`config.mk`:
```
export PLATFORM = sky130hd
export DESIGN_NAME = spi_slave_core
export DESIGN_NICKNAME = d
export VERILOG_FILES = /design/src/rtl/spi_slave_core.sv
export SDC_FILE = /design/constraint.sdc
export NUM_CORES = 1
export LEC_CHECK = 0
export BUFFER_PORTS_ARGS = -buffer_cell sky130_fd_sc_hd__buf_2
export CORE_ASPECT_RATIO = 1.75
export CORE_MARGIN = 2
export CORE_UTILIZATION = 35
export CTS_CLUSTER_DIAMETER = 120
export CTS_CLUSTER_SIZE = 8
export DETAILED_ROUTE_END_ITERATION = 12
export PLACE_DENSITY_LB_ADDON = 0.05
export SKIP_LAST_GASP = 1
export SLEW_MARGIN = 10
export SYNTH_ARGS = -nofsm -noshare
export SYNTH_HDL_FRONTEND = slang
export SYNTH_SLANG_ARGS = --single-unit
```
`constraint.sdc`:
```
create_clock -name clk -period 2.4 [get_ports clk]
set_clock_uncertainty 0.2 [all_clocks]
set_input_delay 0.12 -clock clk [delete_from_list [all_inputs] [get_ports clk]]
set_output_delay 0.12 -clock clk [all_outputs]
set_load 0.01 [all_outputs]
```
`src/rtl/spi_slave_core.sv`:
```
// spi_slave_core: MMIO SPI responder; synchronizes external SCLK/MOSI/SS_N
// into clk and shifts bytes MSB-first in all four CPOL/CPHA modes.
module spi_slave_core #(
  parameter int SYNC_STAGES = 2
) (
  input  logic        clk,
  input  logic        reset_n,
  input  logic        cs,
  input  logic        read,
  input  logic        write,
  input  logic [4:0]  addr,
  input  logic [31:0] wr_data,
  output logic [31:0] rd_data,
  input  logic        spi_sclk,
  input  logic        spi_mosi,
  input  logic        spi_ss_n,
  output logic        spi_miso,
  output logic        spi_miso_oe,
  output logic        rx_irq
);
  typedef enum logic {IDLE, ACTIVE} state_t;
  state_t state_q, state_d;
  logic [SYNC_STAGES-1:0] sclk_sync_q, mosi_sync_q, ss_sync_q;
  logic sclk_prev_q, ss_prev_q;
  logic cpol_q, cpol_d, cpha_q, cpha_d;
  logic [2:0] bit_cnt_q, bit_cnt_d;
  logic [7:0] tx_shift_q, tx_shift_d, rx_shift_q, rx_shift_d;
  logic [7:0] rx_data_q, rx_data_d, tx_buf_q, tx_buf_d;
  logic rx_valid_q, rx_valid_d, ovr_q, ovr_d, tx_full_q, tx_full_d;
  logic load_pend_q, load_pend_d;
  logic sclk_s, mosi_s, ss_s, busy;
  logic leading, trailing, ss_fall, ss_rise;
  logic start, stop, samp, shft, done, tx_load;
  logic wr_tx, wr_ctrl, wr_clr;
  logic unused;
  assign unused = ^{read, addr[4:2], wr_data[31:8]};
  always_ff @(posedge clk or negedge reset_n) begin
    if (!reset_n) begin
      sclk_sync_q <= '0;
      mosi_sync_q <= '0;
      ss_sync_q   <= '1;
      sclk_prev_q <= 1'b0;
      ss_prev_q   <= 1'b1;
    end else begin
      sclk_sync_q <= {sclk_sync_q[SYNC_STAGES-2:0], spi_sclk};
      mosi_sync_q <= {mosi_sync_q[SYNC_STAGES-2:0], spi_mosi};
      ss_sync_q   <= {ss_sync_q[SYNC_STAGES-2:0], spi_ss_n};
      sclk_prev_q <= sclk_s;
      ss_prev_q   <= ss_s;
    end
  end
  assign sclk_s   = sclk_sync_q[SYNC_STAGES-1];
  assign mosi_s   = mosi_sync_q[SYNC_STAGES-1];
  assign ss_s     = ss_sync_q[SYNC_STAGES-1];
  assign leading  = (sclk_s ^ sclk_prev_q) & (sclk_s != cpol_q);
  assign trailing = (sclk_s ^ sclk_prev_q) & (sclk_s == cpol_q);
  assign ss_fall  = ss_prev_q & ~ss_s;
  assign ss_rise  = ~ss_prev_q & ss_s;
  always_ff @(posedge clk or negedge reset_n) begin
    if (!reset_n) state_q <= IDLE;
    else          state_q <= state_d;
  end
  always_comb begin
    state_d = state_q;
    if (state_q == IDLE && ss_fall)   state_d = ACTIVE;
    if (state_q == ACTIVE && ss_rise) state_d = IDLE;
  end
  always_comb busy = (state_q == ACTIVE);
  // A deselect wins over any SCLK edge seen in the same cycle
  assign start   = ~busy & ss_fall;
  assign stop    = busy & ss_rise;
  assign samp    = busy & ~ss_rise & (cpha_q ? trailing : leading);
  assign shft    = busy & ~ss_rise & (cpha_q ? leading : trailing);
  assign done    = samp & (bit_cnt_q == 3'd7);
  assign tx_load = cpha_q ? (shft & (bit_cnt_q == 3'd0)) : (start | (shft & load_pend_q));
  assign wr_tx   = cs & write & (addr[1:0] == 2'd1);
  assign wr_ctrl = cs & write & (addr[1:0] == 2'd2);
  assign wr_clr  = cs & write & (addr[1:0] == 2'd3);
  always_comb begin
    bit_cnt_d   = (start | stop | done) ? 3'd0 : samp ? bit_cnt_q + 3'd1 : bit_cnt_q;
    load_pend_d = (start | stop) ? 1'b0 : done ? 1'b1 : shft ? 1'b0 : load_pend_q;
    rx_shift_d  = samp ? {rx_shift_q[6:0], mosi_s} : rx_shift_q;
    rx_data_d   = done ? {rx_shift_q[6:0], mosi_s} : rx_data_q;
    rx_valid_d  = done ? 1'b1 : (wr_clr & wr_data[0]) ? 1'b0 : rx_valid_q;
    ovr_d       = (done & rx_valid_q & ~(wr_clr & wr_data[0])) ? 1'b1 :
                  (wr_clr & wr_data[1]) ? 1'b0 : ovr_q;
    tx_shift_d  = tx_load ? (tx_full_q ? tx_buf_q : 8'h00) :
                  shft ? {tx_shift_q[6:0], 1'b0} : tx_shift_q;
    tx_buf_d    = wr_tx ? wr_data[7:0] : tx_buf_q;
    tx_full_d   = wr_tx ? 1'b1 : tx_load ? 1'b0 : tx_full_q;
    cpol_d      = wr_ctrl ? wr_data[0] : cpol_q;
    cpha_d      = wr_ctrl ? wr_data[1] : cpha_q;
  end
  always_ff @(posedge clk or negedge reset_n) begin
    if (!reset_n) begin
      bit_cnt_q   <= '0;
      load_pend_q <= 1'b0;
      rx_shift_q  <= '0;
      rx_data_q   <= '0;
      rx_valid_q  <= 1'b0;
      ovr_q       <= 1'b0;
      tx_shift_q  <= '0;
      tx_buf_q    <= '0;
      tx_full_q   <= 1'b0;
      cpol_q      <= 1'b0;
      cpha_q      <= 1'b0;
    end else begin
      bit_cnt_q   <= bit_cnt_d;
      load_pend_q <= load_pend_d;
      rx_shift_q  <= rx_shift_d;
      rx_data_q   <= rx_data_d;
      rx_valid_q  <= rx_valid_d;
      ovr_q       <= ovr_d;
      tx_shift_q  <= tx_shift_d;
      tx_buf_q    <= tx_buf_d;
      tx_full_q   <= tx_full_d;
      cpol_q      <= cpol_d;
      cpha_q      <= cpha_d;
    end
  end
  assign spi_miso_oe = ~ss_s;
  assign spi_miso    = tx_shift_q[7] & spi_miso_oe;
  assign rx_irq      = rx_valid_q;
  always_comb
    rd_data = (addr[1:0] == 2'd0) ? {20'b0, busy, ovr_q, tx_full_q, rx_valid_q, rx_data_q} :
              (addr[1:0] == 2'd2) ? {30'b0, cpha_q, cpol_q} : 32'd0;
endmodule

```
# Word level (Yosys, flattened, before mapping)
# Index checks and enable logic that the tools add are counted.
word_totals:
  register_bits: 49
  in_bits: 45
  out_inout_bits: 35
  elab_cells: 86
op_classes:
  add_sub_neg: 1
  n_eq_ne: 6
  n_mux: 21
  bitwise_logic: 30
  reduce_logical: 11
op_table:
  columns: ["op", "count"]
  rows:
  - ["$mux W32", 1]
  - ["$mux W8", 3]
  - ["$and A1 B1 Y1", 21]
  - ["$mux W1", 14]
  - ["$reduce_bool A2 Y1", 6]
  - ["$mux W3", 2]
  - ["$not A1 Y1", 5]
  - ["$eq A2 B2 Y1 const B", 2]
  - ["$add A3 B1 Y3 const B", 1]
  - ["$eq A3 B3 Y1 const B", 1]
  - ["$logic_not A3 Y1", 1]
  - ["$or A1 B1 Y1", 3]
  - ["$reduce_bool A3 Y1", 1]
  - ["$eq A2 B1 Y1 const B", 1]
  - ["$logic_and A1 B1 Y1", 2]
  - ["$logic_not A2 Y1", 1]
  - ["$mux W2", 1]
  - ["$eq A1 B1 Y1", 1]
  - ["$ne A1 B1 Y1", 1]
  - ["$xor A1 B1 Y1", 1]

# Depth between registers and ports, before layout
logic_depth:
  depth_word: 10
  depth_mapped: 7
  ltp_nobuf: 6

# Least setup slack after synthesis
# Ideal clock, no wire load.
synth_path:
  path_kind: "reg-to-reg"
  startpoint: "reg cpha_q"
  endpoint: "reg rx_shift_q[0]"
  setup_ps: 125
  arrival_time_ps: 1637
  t_required_ps: 2075
  path_slack_ps: 438
  path_stages_with_launch: 5
  n_path_buf: 0
  period_less_slack_ps: 1962
  path_cell_list: "dfrtp_1 > xor2_2 > mux2_2 > nor2_2 > mux2_2"
synth_between:
  elab_chain_cells: 2
synth_rtl:
  columns: ["item", "line", "source"]
  rows:
  - ["start, declared", "25", "logic cpol_q, cpol_d, cpha_q, cpha_d;"]
  - ["start signal, assigned", "118", "cpha_q <= cpha_d;"]
  - ["$mux W1", "72", "assign samp = busy & ~ss_rise & (cpha_q ? trailing : leading);"]
  - ["$and A1 B1 Y1", "72", null]
  - ["end signal, assigned", "110", "rx_shift_q <= rx_shift_d;"]
  - ["end, declared", "27", "logic [7:0] tx_shift_q, tx_shift_d, rx_shift_q, rx_shift_d;"]
# No other way between the ends.
# A chain may end at the register's enable or synchronous reset.

# Final worst setup path
layout_path:
  startpoint: "reg cpol_q"
  endpoint: "reg rx_shift_q[6]"
layout_between:
  elab_chain_cells: 4
  elab_cells_between_ends: 6
  cone_classes: "eq/ne (2); mux (1); bitwise (3)"
layout_rtl:
  columns: ["item", "line", "source"]
  rows:
  - ["start, declared", "25", null]
  - ["start signal, assigned", "117", "cpol_q <= cpol_d;"]
  - ["$ne A1 B1 Y1 or $eq A1 B1 Y1 (tied branches)", "55, 56", null]
  - ["$and A1 B1 Y1, on equally long branches", "55, 56", null]
  - ["$mux W1 (*)", "72", null]
  - ["$and A1 B1 Y1 (*)", "72", null]
# Every way passes the cells marked *; elsewhere a longest branch is shown, timed or not.

==> out/results.tsv <==
stage	metric	value	unit
outcome	run status	finished, final reports clean	
worst_setup_path	FF-to-FF path depth	5	
detailed_routing	vias per cell	4.63	
timing	final slew viol count	0	
detailed_routing	drt wl/cell	14.0	um
worst_setup_path	critical path cell sequence	xor2_2 -> buf_4 -> mux2_2 -> nor2_2 -> mux2_2	
worst_hold_path	Hold EP	cpol_q$_DFFE_PN0P_	
global_route	GRT Total Usage	0.138	
detailed_routing	drt pass-1 iters	4	
timing	unrepaired setup endpoints after global routing	no	
timing	Worst Max-Slew Pin Slew	0.637	ns
worst_setup_path	Slowest cell on crit path	dfrtp_1	
die	die area	7520	um2
pwr	Max VDD drop	336	uV
global_route	maximum number of pins on one net before global-route repair	37	
yosys	post-synthesis sequential area ratio	0.515	
clock_network	clk buf depth	2	
worst_setup_path	crit path capture type	flip-flop	
pwr	Power Total	2.33	mW
timing	Fin. Hold Viols	0	
worst_setup_path	Most Frequent Cell on Critical Path	mux2_2	
yosys	Netlist cell types	34	
place	GP Congestion	0.708	
place	Port Buf Inserts	31	
worst_hold_path	Min-Delay Path Depth	3	
clock_network	clock transition at the registers of the reported paths	0.06	ns
detailed_routing	DRC violations left	0	
worst_setup_path	crit path DAT	2.25	ns
worst_setup_path	Crit Path Class	flip-flop to flip-flop	
timing	setup violators final	0	
timing	total negative slack	0	ns
worst_setup_path	Slowest Stage Delay on Critical Path	0.42	ns
timing	Final Cycle Share	0.950	
worst_setup_path	critical path fanouts, max	7	
detailed_routing	initial DRC count	31	
layout	Layout Cells excl Fill	336	
worst_setup_path	Critical Path Start Type	flip-flop	
place	Inst Count DP	311	
worst_setup_path	r2r setup slk	0.12	ns
die	Ports	80	
detailed_routing	Vias	1555	
die	DIE WIDTH	66.4	um
worst_setup_path	Critical R2R Capture	rx_shift_q[6]$_DFFE_PN0P_	
clock_network	H-tree depth	2	
timing	crit path time final	2.28	ns
global_route	number of global-route vias before repair	1622	
global_route	global-route wire length before repair	7820	um
layout	nets	301	
worst_setup_path	FF-to-FF Start	cpol_q$_DFFE_PN0P_	
clock_network	cts bufs inserted	5	
yosys	synthesized area	2390	um2
yosys	Yosys Warn Count	0	
detailed_routing	Final Routed Wirelength	4710	um
yosys	Mapped Cells	200	
clock_network	Sink Count	49	
die	Die H	113	um
clock_network	Clock Latency Late Sink	0.28	ns
layout	synthesis-to-layout area growth	20.4	%
clock_network	Root Driver	clkbuf_16	
die	num rows	39	
layout	share of layout cells above drive strength 1	0.354	
clock_network	CTS tree	yes	
global_route	initial antenna violation count	0	
pwr	P_leak	1.39	nW
die	core box area	6590	um2
worst_hold_path	Hold Startpoint	write	
timing	relative slew slack	0.574	
global_route	grt ovf	0	
pwr	power per cell area	811	nW/um2
worst_setup_path	Worst EP required	2.37	ns
job	Max Cap Violations	0	
die	Initial Util	0.362	
yosys	Synth Register Bits	49	
timing	fmax	0.439	GHz
yosys	Mean Syn Cell Area	11.9	um2
layout	Diodes inserted	0	
worst_hold_path	Hold Crit Class	primary input to flip-flop	
detailed_routing	Post-DRT Antenna Nets	0	
place	dpl hpwl	3470	um
-- critical path, delay by kind of cell (launching register included) --
kind	cells	cell delay [ns]
buf+inv	1	0.17
mux	2	0.76
xor+xnor	1	0.28
flops	1	0.42
simple gates	1	0.33
-- stage by stage --
stage	setup WS (ns)	area, um2	hold WS (ns)	utilization
final	0.120	2870	0.0505	0.436
after CTS	0.0678	2850	0.0448	0.432
after detailed placement	0.230	2570	-0.167	0.390
after global routing	0.0408	2870	0.0699	0.436
after global placement	0.253	2570	-0.174	0.390
after floorplan	0.438	2460	-0.376	-
-- layer usage --
| layer | track usage | part of all wire | vias to the layer above |
|---|---|---|---|
| li1 | - | - | 740 |
| met1 | 0.156 | 0.40 | 777 |
| met2 | 0.242 | 0.56 | 32 |
| met3 | 0.0298 | 0.030 | 6 |
| met4 | 0.0612 | 0.017 | 0 |
| met5 | 0 | 0 | - |
-- state kept, by name (all words and copies together), names as in the netlist --
| name | count |
|---|---|
| busy | 1 |
| cpol_q | 1 |
| tx_shift_q | 8 |
| rx_irq | 1 |
| mosi_sync_q | 2 |
| load_pend_q | 1 |
| sclk_prev_q | 1 |
| tx_buf_q | 8 |
| ss_sync_q | 2 |
| sclk_sync_q | 2 |
| ovr_q | 1 |
| rx_data_q | 8 |
| cpha_q | 1 |
| ss_prev_q | 1 |
| bit_cnt_q | 3 |
| tx_full_q | 1 |
| rx_shift_q | 7 |
-- layout make-up --
cell class / instances / area, um2
Clock buffer: 6 / 129
Clock inverter: 2 / 10.0
Fill cell: 665 / 3710
Inverter: 19 / 71.3
Multi-Input combinational cell: 125 / 975
Sequential cell: 49 / 1230
Tap cell: 82 / 103
Timing Repair Buffer: 53 / 355
-- cells in the mapped netlist (all sizes together) --
cell     instances  area (um2)
clkbuf           4        15.0
a31oi            1        6.26
o21ai            6        30.0
o22ai            1        12.5
and4             1        8.76
nor2             5        21.3
a21o             1        15.0
buf             22         169
nand2b           3        18.8
and2            11        68.8
a21oi            4        20.0
a21bo            1        10.0
mux2i            4        40.0
ha               3        37.5
nor2b            2        12.5
nand3b           1        7.51
dfrtp           46        1150
conb             1        3.75
nor4b            1        8.76
and4b            1        10.0
mux2            26         293
or4              1        7.51
o221ai           7         105
nand3            9        45.0
xor2             1        16.3
nand2            9        33.8
a41oi            1        27.5
nand4b           3        26.3
inv             19        71.3
dfstp            3        78.8
o2bb2ai          1        8.76
or2              1        6.26
-- layout by cell type, fill, tap and decap left out, drive strengths merged, types with 2 or more instances in the layout --
cell and n:
a21oi 4, and2 11, buf 39, clkbuf 6, clkinv 2, conb 20
dfrtp 46, dfstp 3, dlygate4sd3 14, ha 3, inv 19, mux2 26
mux2i 4, nand2 9, nand2b 3, nand3 9, nand4b 3, nor2 5
nor2b 2, o21ai 6, o221ai 7
-- kinds of logic (layout without fill, tap and decap cells) --
group,Yosys count,count (layout),share of synthesized area
DFF,49,49,0.515
adders and majority gates,3,3,0.0157
xor gates and xnor gates,1,1,0.00682
AOI/OAI and AO/OA,23,23,0.0986
buffers and inverters,45,80,0.107
and+or+nand+nor,48,48,0.115
muxes,30,30,0.139
other,1,20,0.00157
-- worst max path at each step --
stage	from	to	slack, ns	cells past startpoint
final	cpol_q$_DFFE_PN0P_	rx_shift_q[6]$_DFFE_PN0P_	0.12	5
after global routing	cpol_q$_DFFE_PN0P_	rx_shift_q[6]$_DFFE_PN0P_	0.04	5
after CTS	cpha_q$_DFFE_PN0P_	tx_full_q$_DFFE_PN0P_	0.07	6
after detailed placement	cpha_q$_DFFE_PN0P_	rx_shift_q[5]$_DFFE_PN0P_	0.23	4
after global placement	cpha_q$_DFFE_PN0P_	rx_shift_q[4]$_DFFE_PN0P_	0.25	4
after floorplan	cpha_q$_DFFE_PN0P_	rx_shift_q[0]$_DFFE_PN0P_	0.44	4
-- timing repair --
| action | CTS | global route |
|---|---|---|
| setup endpoints to repair | 0 | 1 |
| gates resized for setup | 0 | 1 |
| buffers inserted | 0 | 3 |
| hold buffers | 14 | 0 |
| endpoints found under the hold margin | 29 | 0 |
-- where the power goes --
group	switching (mW)	total (mW)	leakage, nW	internal, mW
Clock	0.288	0.671	0.0706	0.383
Sequential	0.114	1.12	0.623	1.00
Combinational	0.262	0.544	0.700	0.282
Total	0.664	2.33	1.39	1.67
Note: power is estimated with default switching activity, not from simulation.
